<file path="src/rtl/decoded_instr_queue_pkg.sv">
// Shared types for the decoded-instruction queue: the scoreboard entry it carries,
// the stored entry format and the default depth.
package decoded_instr_queue_pkg;

   localparam int unsigned DEC_QUEUE_DEPTH = 4;

   typedef struct packed {
      logic [31:0] pc;
      logic [2:0]  trans_id;
      logic [3:0]  fu;
      logic [6:0]  op;
      logic [4:0]  rs1;
      logic [4:0]  rs2;
      logic [4:0]  rd;
      logic [31:0] result;
      logic        use_imm;
   } scoreboard_entry_t;

   typedef struct packed {
      logic              is_ctrl;
      scoreboard_entry_t sbe;
   } dec_queue_entry_t;

endpackage

</file>
<file path="src/rtl/decoded_instr_queue_ptr.sv">
// Wrapping circular-buffer pointer with synchronous clear; clear beats increment.
module dec_queue_ptr #(
   parameter int unsigned W = 2
) (
   input  logic         clk_i,
   input  logic         rst_i,
   input  logic         clear_i,
   input  logic         inc_i,
   output logic [W-1:0] ptr_o
);

   logic [W-1:0] ptr_d, ptr_q;

   always_comb begin
      ptr_d = ptr_q;
      if (clear_i)    ptr_d = '0;
      else if (inc_i) ptr_d = ptr_q + W'(1);
   end

   always_ff @(posedge clk_i) begin
      if (rst_i) ptr_q <= '0;
      else       ptr_q <= ptr_d;
   end

   assign ptr_o = ptr_q;

endmodule

</file>
<file path="src/rtl/decoded_instr_queue.sv">
// In-order FIFO between decoder and scoreboard, with optional same-cycle fall-through
// when empty and a count of stored control-flow entries.
module decoded_instr_queue
   import decoded_instr_queue_pkg::*;
#(
   parameter int unsigned DEPTH        = DEC_QUEUE_DEPTH,
   parameter bit          FALL_THROUGH = 1'b1,
   localparam int unsigned PW          = $clog2(DEPTH),
   localparam int unsigned CW          = $clog2(DEPTH) + 1
) (
   input  logic              clk_i,
   input  logic              rst_i,
   input  logic              flush_i,
   input  scoreboard_entry_t decoded_instr_i,
   input  logic              decoded_is_ctrl_i,
   input  logic              decoded_valid_i,
   output logic              decoded_ready_o,
   output scoreboard_entry_t issue_instr_o,
   output logic              issue_is_ctrl_o,
   output logic              issue_valid_o,
   input  logic              issue_ack_i,
   output logic              ctrl_pending_o,
   output logic [CW-1:0]     count_o
);

   dec_queue_entry_t mem_d [DEPTH];
   dec_queue_entry_t mem_q [DEPTH];
   dec_queue_entry_t head;
   logic [CW-1:0]    count_d, count_q;
   logic [CW-1:0]    ctrl_cnt_d, ctrl_cnt_q;
   logic             flushed_d, flushed_q;
   logic [PW-1:0]    rd_ptr, wr_ptr;
   logic             empty, pop, pop_mem, push, bypass;

   dec_queue_ptr #(.W(PW)) u_rd_ptr (
      .clk_i   (clk_i),
      .rst_i   (rst_i),
      .clear_i (flush_i),
      .inc_i   (pop_mem),
      .ptr_o   (rd_ptr)
   );

   dec_queue_ptr #(.W(PW)) u_wr_ptr (
      .clk_i   (clk_i),
      .rst_i   (rst_i),
      .clear_i (flush_i),
      .inc_i   (push),
      .ptr_o   (wr_ptr)
   );

   always_comb begin
      empty           = (count_q == '0);
      decoded_ready_o = (count_q != CW'(DEPTH)) && !flush_i;
      head            = mem_q[rd_ptr];

      // flushed_q holds fall-through off for the cycle following a flush or reset
      if (!empty) begin
         issue_instr_o   = head.sbe;
         issue_is_ctrl_o = head.is_ctrl;
         issue_valid_o   = !flush_i;
      end else begin
         issue_instr_o   = decoded_instr_i;
         issue_is_ctrl_o = decoded_is_ctrl_i;
         issue_valid_o   = FALL_THROUGH && decoded_valid_i && !flush_i && !flushed_q;
      end

      pop     = issue_valid_o && issue_ack_i && !flush_i;
      bypass  = FALL_THROUGH && empty && pop;
      push    = decoded_valid_i && decoded_ready_o && !bypass;
      pop_mem = pop && !empty;

      mem_d = mem_q;
      if (push) mem_d[wr_ptr] = '{is_ctrl: decoded_is_ctrl_i, sbe: decoded_instr_i};

      flushed_d = flush_i;
      if (flush_i) begin
         count_d    = '0;
         ctrl_cnt_d = '0;
      end else begin
         count_d    = count_q + CW'(push) - CW'(pop_mem);
         ctrl_cnt_d = ctrl_cnt_q + CW'(push && decoded_is_ctrl_i)
                                 - CW'(pop_mem && head.is_ctrl);
      end
   end

   always_ff @(posedge clk_i) begin
      if (rst_i) begin
         count_q    <= '0;
         ctrl_cnt_q <= '0;
         flushed_q  <= 1'b1;
      end else begin
         count_q    <= count_d;
         ctrl_cnt_q <= ctrl_cnt_d;
         flushed_q  <= flushed_d;
      end
   end

   // Payloads are never cleared; only the pointers and counts reset.
   always_ff @(posedge clk_i) begin
      mem_q <= mem_d;
   end

   assign count_o        = count_q;
   assign ctrl_pending_o = (ctrl_cnt_q != '0);

   a_count_range : assert property (@(posedge clk_i) disable iff (rst_i)
      (count_q <= CW'(DEPTH)) && (ctrl_cnt_q <= count_q));
   a_no_overflow : assert property (@(posedge clk_i) disable iff (rst_i)
      !(push && !pop_mem && count_q == CW'(DEPTH)));
   a_no_underflow : assert property (@(posedge clk_i) disable iff (rst_i)
      !(pop_mem && empty));
   a_issue_stable : assert property (@(posedge clk_i) disable iff (rst_i)
      (issue_valid_o && !issue_ack_i && !flush_i) |=> $stable(issue_instr_o));

endmodule

</file>
<file path="config.mk">
export PLATFORM = sky130hd
export DESIGN_NAME = decoded_instr_queue
export DESIGN_NICKNAME = d
export VERILOG_FILES = /design/src/rtl/decoded_instr_queue_pkg.sv /design/src/rtl/decoded_instr_queue_ptr.sv /design/src/rtl/decoded_instr_queue.sv
export SDC_FILE = /design/constraint.sdc
export NUM_CORES = 1
export LEC_CHECK = 0
export CAP_MARGIN = 40
export CORE_MARGIN = 2
export CORE_UTILIZATION = 50
export DETAILED_ROUTE_END_ITERATION = 10
export GPL_TIMING_DRIVEN = 0
export PLACE_DENSITY_LB_ADDON = 0.2
export SYNTH_ARGS = -nofsm -noshare
export SYNTH_HDL_FRONTEND = slang
export SYNTH_SLANG_ARGS = --single-unit
export TNS_END_PERCENT = 10
</file>
<file path="constraint.sdc">
create_clock -name clk_i -period 7.9 [get_ports clk_i]
set_clock_uncertainty 0.15 [all_clocks]
set_input_delay 1.185 -clock clk_i [delete_from_list [all_inputs] [get_ports clk_i]]
set_output_delay 1.185 -clock clk_i [all_outputs]
set_load 0.02 [all_outputs]
</file>
==> run summary, run 1 <==
status = finished, final reports clean
switching part of the total = 21.06%
die area = 0.03243 mm2
CP max-delay cell = clkdlybuf4s50_1
fillcell total = 2216
Max-Cap Viols = 0
Ports = 201
Post-CTS Setup Repair Bufs = 0
Comb power frac = 8.6%
Slew headroom = 44.86%
Mapped Cells = 873
Seq cells post-synth = 391
FF-to-FF Start = u_rd_ptr.ptr_o[0]
Req. time, crit path = 6570 ps
PortBufs = 200
Layout Cells excl Fill = 1550
Internal = 3.684 mW
DR WL/cell = 20.37 um
synthesized area per cell = 17.76 um2
Psw = 982.5 uW
GRT overflow = 0
Post-Syn Area = 0.01550 mm2
cts hold-fix bufs = 0
Placed Area = 0.01818 mm2
sequential share of the synthesized area = 75.02%
core area = 0.03059 mm2
Slew @ Worst Pin = 827.0 ps
worst reg2reg setup slack = 5030 ps
Final min period = 4214 ps
post-route clock period utilization = 53.35%
Post-synth EDFFs = 380
Pre-antenna DRT Iters = 5
H-tree Lvls = 2
beginning of the critical path = count_o[1]
delay-heaviest family, CP = buffers and inverters
share of the synthesized area in the top cell type = 73.60%
RR Endpoint = ctrl_cnt_q[2]
Critical Path Fanout Max = 10
vias = 8323
Clk network pwr share = 41.7%
slowest stage delay, CP = 610 ps
CTS resizes = 0
WP buf/inv = 3
Sink Count = 391
pin count of the biggest net entering global routing = 50
first-iteration detailed-routing DRC count = 792
Placer Congestion = 0.7147
setup_tns = 0 ps
Vias/cell = 5.370
Setup CP Type = flip-flop to primary output
Yosys warnings = 0
Worst Path Arrival = 2880 ps
initial core utilization = 50.69%
Clock Path Buffers = 3
hold-critical path depth = 2
chip height = 180.1 um
TritonCTS Buffers = 42
Max VDD drop = 165.1 uV
Root Buffer = clkbuf_16
Reg clk slew, reported paths = 60 ps
n_diodes = 0
hold_sp = u_wr_ptr.ptr_o[0]
max frequency = 0.2373 GHz
Static Leak = 6.714 nW
DRT antenna net count = 0
FP Rows = 64
vias in the first global route = 8658
Synth async-reset ratio = 0%
final design utilization = 63.93%
part of the power in registers = 49.6%
post-route cell area = 0.01956 mm2
area leader, netlist = edfxtp_1
top_reg_cell synth = edfxtp_1
CP endpoint kind = primary output
most frequent cells in the layout = edfxtp_1, nand2_1, clkdlybuf4s50_1, mux4_2, clkbuf_16
CTS tree = built
area grow syn2layout = 26.12%
final WL = 31570 um
Synth Net Count = 983
final setup vio count = 0
post-synth cell types = 30
final hold viol count = 0
worst-path cell chain = nor3_2, buf_2, buf_2, nand2_1, nand2_1, clkdlybuf4s50_1
worst skew pair latency = 520 ps
dpl cells = 1475
first-pass GRT wire length = 49540 um
crit path launch type = flip-flop
unrepaired setup endpoints after global routing = no
final slew viol count = 0
most common cell after layout, fill and taps aside = edfxtp_1
GR Util All Layers = 19.69%
die width = 180.1 um
initial antenna violation count = 1
nets@finish = 1233
hpwl dp = 19160 um
Worst Reg-to-Reg Cells = 12
PwrDens = 238.6 mW/mm2
Hold EP = u_wr_ptr.ptr_o[0]
top cells by area, synth = edfxtp_1, mux4_2, nand2_1, dfxtp_1, buf_2
share of cells above drive strength 1 = 16.90%
drt drc = 0
Worst Hold Class = flip-flop to flip-flop
logic make-up (layout without fill, tap and decap cells):
logic type                 count (synthesis)  count (layout)  synth area share (%)
DFF                                      391             391                 75.02
and+or+nand+nor                          314             314                 7.884
muxes                                     95              95                 13.80
buffers and inverters                     51             332                 1.848
adders and majority gates                 10              10                0.9038
AOI/OAI and AO/OA                          6               6                0.2097
xor gates and xnor gates                   6               6                0.3389
worst reg2reg max path, cell delays in order (launching register included):
cell and delay (ps):
dfxtp_1 330, buf_6 150, buf_12 170, mux4_2 520
and2_1 170, ha_1 260, inv_1 50, ha_1 130
inv_1 50, fa_1 410, xor2_1 160, xnor2_1 150
nor2_1 50
power groups by stage:
| stage | logic, mW | registers [mW] | clock network [mW] |
|---|---|---|---|
| 5_1_grt | 0.437 | 2.32 | 2.07 |
| 2_1_floorplan | 0.186 | 2.36 | 0 |
| 6_report | 0.404 | 2.32 | 1.95 |
| 3_5_place_dp | 0.407 | 2.36 | 0 |
| 3_3_place_gp | 0.400 | 2.36 | 0 |
| 4_1_cts | 0.410 | 2.32 | 1.98 |
registers in the layout, indices dropped and copies added (netlist names):
register / flops
u_rd_ptr.ptr_o: 2
mem_q: 380
u_wr_ptr.ptr_o: 2
flushed_q: 1
count_o: 3
ctrl_cnt_q: 3
worst max-delay path by stage:
stage / to / depth (start not counted)
2_1_floorplan: mem_q[0] / 3
3_3_place_gp: mem_q[335] / 3
3_5_place_dp: ctrl_cnt_q[2] / 12
4_1_cts: issue_instr_o[81] / 6
5_1_grt: issue_instr_o[68] / 6
6_report: issue_instr_o[81] / 6
stage by stage:
| step | power (mW) | setup WS, ps | hold WS [ps] |
|---|---|---|---|
| CTS | 4.710 | 3599 | 365.1 |
| global placement | 2.763 | 912.7 | 342.3 |
| global route | 4.827 | 3490 | 392.7 |
| finish | 4.666 | 3686 | 360.5 |
| detailed placement | 2.766 | 3815 | 362.3 |
| floorplan | 2.547 | 3396 | 320.1 |
area by class of cell:
cell class | count | area [um2] | share of cell area, %
Clock buffer | 49 | 1099 | 5.618
Sequential cell | 391 | 11630 | 59.48
Tap cell | 396 | 495.5 | 2.534
Buffer | 43 | 256.5 | 1.312
Multi-Input combinational cell | 431 | 3607 | 18.45
Clock inverter | 26 | 276.5 | 1.414
Timing Repair Buffer | 206 | 2160 | 11.04
Inverter | 8 | 30.03 | 0.1536
layer usage:
layer	vias to the layer above	wire length, um	track usage [%]
met5	-	0	0
met4	0	564	4.355
met3	44	2427	4.770
met2	283	15100	31.95
met1	4185	13480	27.55
li1	3811	-	-
cell usage after synthesis, types with 4 or more instances:
| cell type | count |
|---|---|
| and3_1 | 4 |
| inv_1 | 7 |
| and2_1 | 4 |
| mux4_2 | 95 |
| clkbuf_1 | 11 |
| ha_1 | 8 |
| nand2_1 | 288 |
| buf_2 | 21 |
| edfxtp_1 | 380 |
| nor2_1 | 9 |
| xor2_1 | 4 |
| dfxtp_1 | 11 |
No activity file was read; power rests on OpenSTA's default activity.
==> run 2: changes to the inputs <==
==> constraint.sdc (replaced) <==
create_clock -name clk_i -period 4 [get_ports clk_i]
set_clock_uncertainty 0.15 [all_clocks]
set_input_delay 0.6 -clock clk_i [delete_from_list [all_inputs] [get_ports clk_i]]
set_output_delay 0.6 -clock clk_i [all_outputs]
set_load 0.02 [all_outputs]
==> results of run 2 <==
Same layout as run 1 (identical final DEF). Status: finished, final reports clean.
Main changes from that run: setup slack after placement 3815 ps -> 499.6 ps; setup slack after layout 3686 ps -> 370.6 ps; register-to-register setup slack 5030 ps -> 1130 ps; total power 4.666 mW -> 9.216 mW; worst IR drop on VDD 165.1 uV -> 326.2 uV
==> run 3: changes to the inputs <==
--- a/config.mk
+++ b/config.mk
@@ -5,6 +5,7 @@
 export SDC_FILE = /design/constraint.sdc
 export NUM_CORES = 1
 export LEC_CHECK = 0
+export ABC_AREA = 1
 export CAP_MARGIN = 40
 export CORE_MARGIN = 2
 export CORE_UTILIZATION = 50
==> run summary, run 3 <==
Placer Congestion = 0.7591 (+6.2%)
busiest grt layer = met2
first-pass GRT wire length = 60110 um (+21%)
first-iteration detailed-routing DRC count = 877 (+11%)
top_reg_cell synth = edfxtp_1
initial antenna violation count = 2 (+1)
share of cells above drive strength 1 = 8.864% (-8.0 points)
Top reg by flops = mem_q
Static Leak = 6.941 nW (+3.4%)
total power = 9.040 mW
area leader, netlist = edfxtp_1
Ports = 201 (unchanged)
TritonCTS Buffers = 41 (-2.4%)
unrepaired setup endpoints after global routing = no
Worst Path Arrival = 2850 ps (-30 ps)
post-route clock period utilization = 89.94%
Pre-antenna DRT Iters = 5 (unchanged)
vias in the first global route = 10.89k (+26%)
FP Rows = 65 (+1.6%)
nets@finish = 1682 (+36%)
Synth async-reset ratio = 0% (unchanged)
GR Util met2 = 38.52% (+6.6 points)
initial core utilization = 50.56% (-0.12 points)
share of the synthesized area in the top cell type = 71.70% (-1.9 points)
worst skew pair latency = 520 ps (about the same)
crit path launch type = flip-flop
synth cell count leaders = nor2_1, edfxtp_1, o21ai_0, a31oi_1, o21ai_1
H-tree Lvls = 2 (unchanged)
CTS tree = built
cts hold-fix bufs = 0 (unchanged)
PortBufs = 200 (unchanged)
setup_tns = 0 ps (unchanged)
Reg clk slew, reported paths = 60 ps (about the same)
DRT antenna net count = 0 (unchanged)
Post-CTS Setup Repair Bufs = 0 (unchanged)
drt drc = 0 (unchanged)
Sink Count = 391 (unchanged)
Critical Path Fanout Max = 10 (unchanged)
Post-Syn Area = 0.01591 mm2 (+2.6%)
GRT met1 Usage = 32.33% (+4.8 points)
worst reg2reg setup slack = 1140 ps
final slew viol count = 0 (unchanged)
vias = 11.07k (+33%)
Yosys warnings = 0 (unchanged)
final WL = 39040 um (+24%)
met3 Use GR = 4.390% (-0.38 points)
Slew @ Worst Pin = 824.7 ps (-2.381 ps)
area grow syn2layout = 26.01% (about the same)
Mapped Cells = 1314 (+51%)
Synth Net Count = 1424 (+45%)
PwrDens = 450.8 mW/mm2
Setup CP Type = flip-flop to primary output
Worst Hold Class = flip-flop to flip-flop
final hold viol count = 0 (unchanged)
sequential share of the synthesized area = 73.09% (-1.9 points)
chip height = 182.4 um (+1.3%)
most frequent cells in the layout = nor2_1, edfxtp_1, clkdlybuf4s50_1, o21ai_0, a31oi_1
core area = 0.03147 mm2 (+2.9%)
Clock Path Buffers = 3 (unchanged)
max frequency = 0.2780 GHz
DR WL/cell = 19.47 um (-4.4%)
most common cell after layout, fill and taps aside = nor2_1
most frequent cell after synthesis = nor2_1
fillcell total = 2385 (+7.6%)
dpl cells = 1931 (+31%)
Vias/cell = 5.521 (+2.8%)
synthesized area per cell = 12.11 um2 (-32%)
Layout Cells excl Fill = 2005 (+29%)
CP endpoint kind = primary output
Final min period = 3598 ps
die area = 0.03327 mm2 (+2.6%)
Post-synth EDFFs = 380 (unchanged)
Req. time, crit path = 3250 ps
post-synth cell types = 26 (-13%)
Slew headroom = 44.89% (about the same)
pin count of the biggest net entering global routing = 28 (-44%)
top cells by area, synth = edfxtp_1, nor2_1, o21ai_0, a31oi_1, o21ai_1
GRT overflow = 0 (unchanged)
Max VDD drop = 304.0 uV
CTS resizes = 0 (unchanged)
hpwl dp = 24990 um (+30%)
Root Buffer = clkbuf_16
status = finished, final reports clean
die width = 182.4 um (+1.3%)
max FFs per register = 380 (unchanged)
final setup vio count = 0 (unchanged)
GR Util All Layers = 23.61% (+3.9 points)
Seq cells post-synth = 391 (unchanged)
Max-Cap Viols = 0 (unchanged)
run 3: changes by cell type after synthesis, sizes merged, moves of 23 or more:
| cell | previous run | this run |
|---|---|---|
| nand2 | 288 | 9 |
| mux4 | 95 | 0 |
| clkbuf | 11 | 34 |
| nor2 | 9 | 490 |
| a31oi | 0 | 94 |
| o21ai | 2 | 196 |
run 3: final timing paths:
kind	start	to	depth (start not counted)
hold / removal	ctrl_cnt_q[1]	ctrl_cnt_q[2]	1
setup / recovery	count_o[1]	issue_instr_o[69]	6
setup reg to reg	count_o[1]	count_o[2]	13
hold reg to reg	ctrl_cnt_q[1]	ctrl_cnt_q[2]	1
run 3: routing by layer:
metal | up-vias | share of wire, %
met4 | 2 | 2.7
met5 | - | 0.036
met2 | 506 | 48
li1 | 5201 | -
met3 | 82 | 7.8
met1 | 5279 | 42
run 3: logic make-up after synthesis:
kind of cell               count (synthesis)  share of synthesized area, %
AOI/OAI and AO/OA                        297                         10.09
xor gates and xnor gates                   2                        0.1101
adders and majority gates                 10                        0.8806
buffers and inverters                    109                         3.782
DFF                                      391                         73.09
and+or+nand+nor                          505                         12.05
run 3: critical path, stage by stage, from the launching register on:
cell,delay (ps)
dfxtp_1,440
nor2_2,100
nand2_4,230
clkbuf_1,520
nor2_1,110
a31oi_1,270
clkdlybuf4s50_1,660
run 3: per-stage QoR:
stage | instance area, um2 | hold slack, ps | setup slack [ps] | utilization, %
CTS | 20050 | 379.7 | 367.3 | 63.71
finish | 20050 | 365.6 | 402.3 | 63.71
detailed placement | 18790 | 358.5 | 557.9 | 59.69
global placement | 18430 | 336.3 | -2605 | 58.55
global route | 20050 | 421.3 | 245.6 | 63.71
floorplan | 15920 | 312.2 | -194.5 | -
run 3: where the power goes:
part	internal (mW)	switching [mW]	leakage (nW)
Clock	2.09	1.51	0.618
Sequential	4.57	0.0162	3.54
Combinational	0.369	0.488	2.78
Total	7.03	2.01	6.94
run 3: area by class of cell:
cell class / instances / area (um2) / area share (%)
buffer: 84 / 508.0 / 2.533
clock inverter: 24 / 197.7 / 0.9858
inverter: 25 / 93.84 / 0.4680
antenna: 1 / 2.502 / 0.01248
multi-input combinational: 814 / 3711 / 18.51
sequential: 391 / 11630 / 58.00
tap: 402 / 503.0 / 2.508
timing repair buffer: 215 / 2340 / 11.67
clock buffer: 49 / 1066 / 5.316
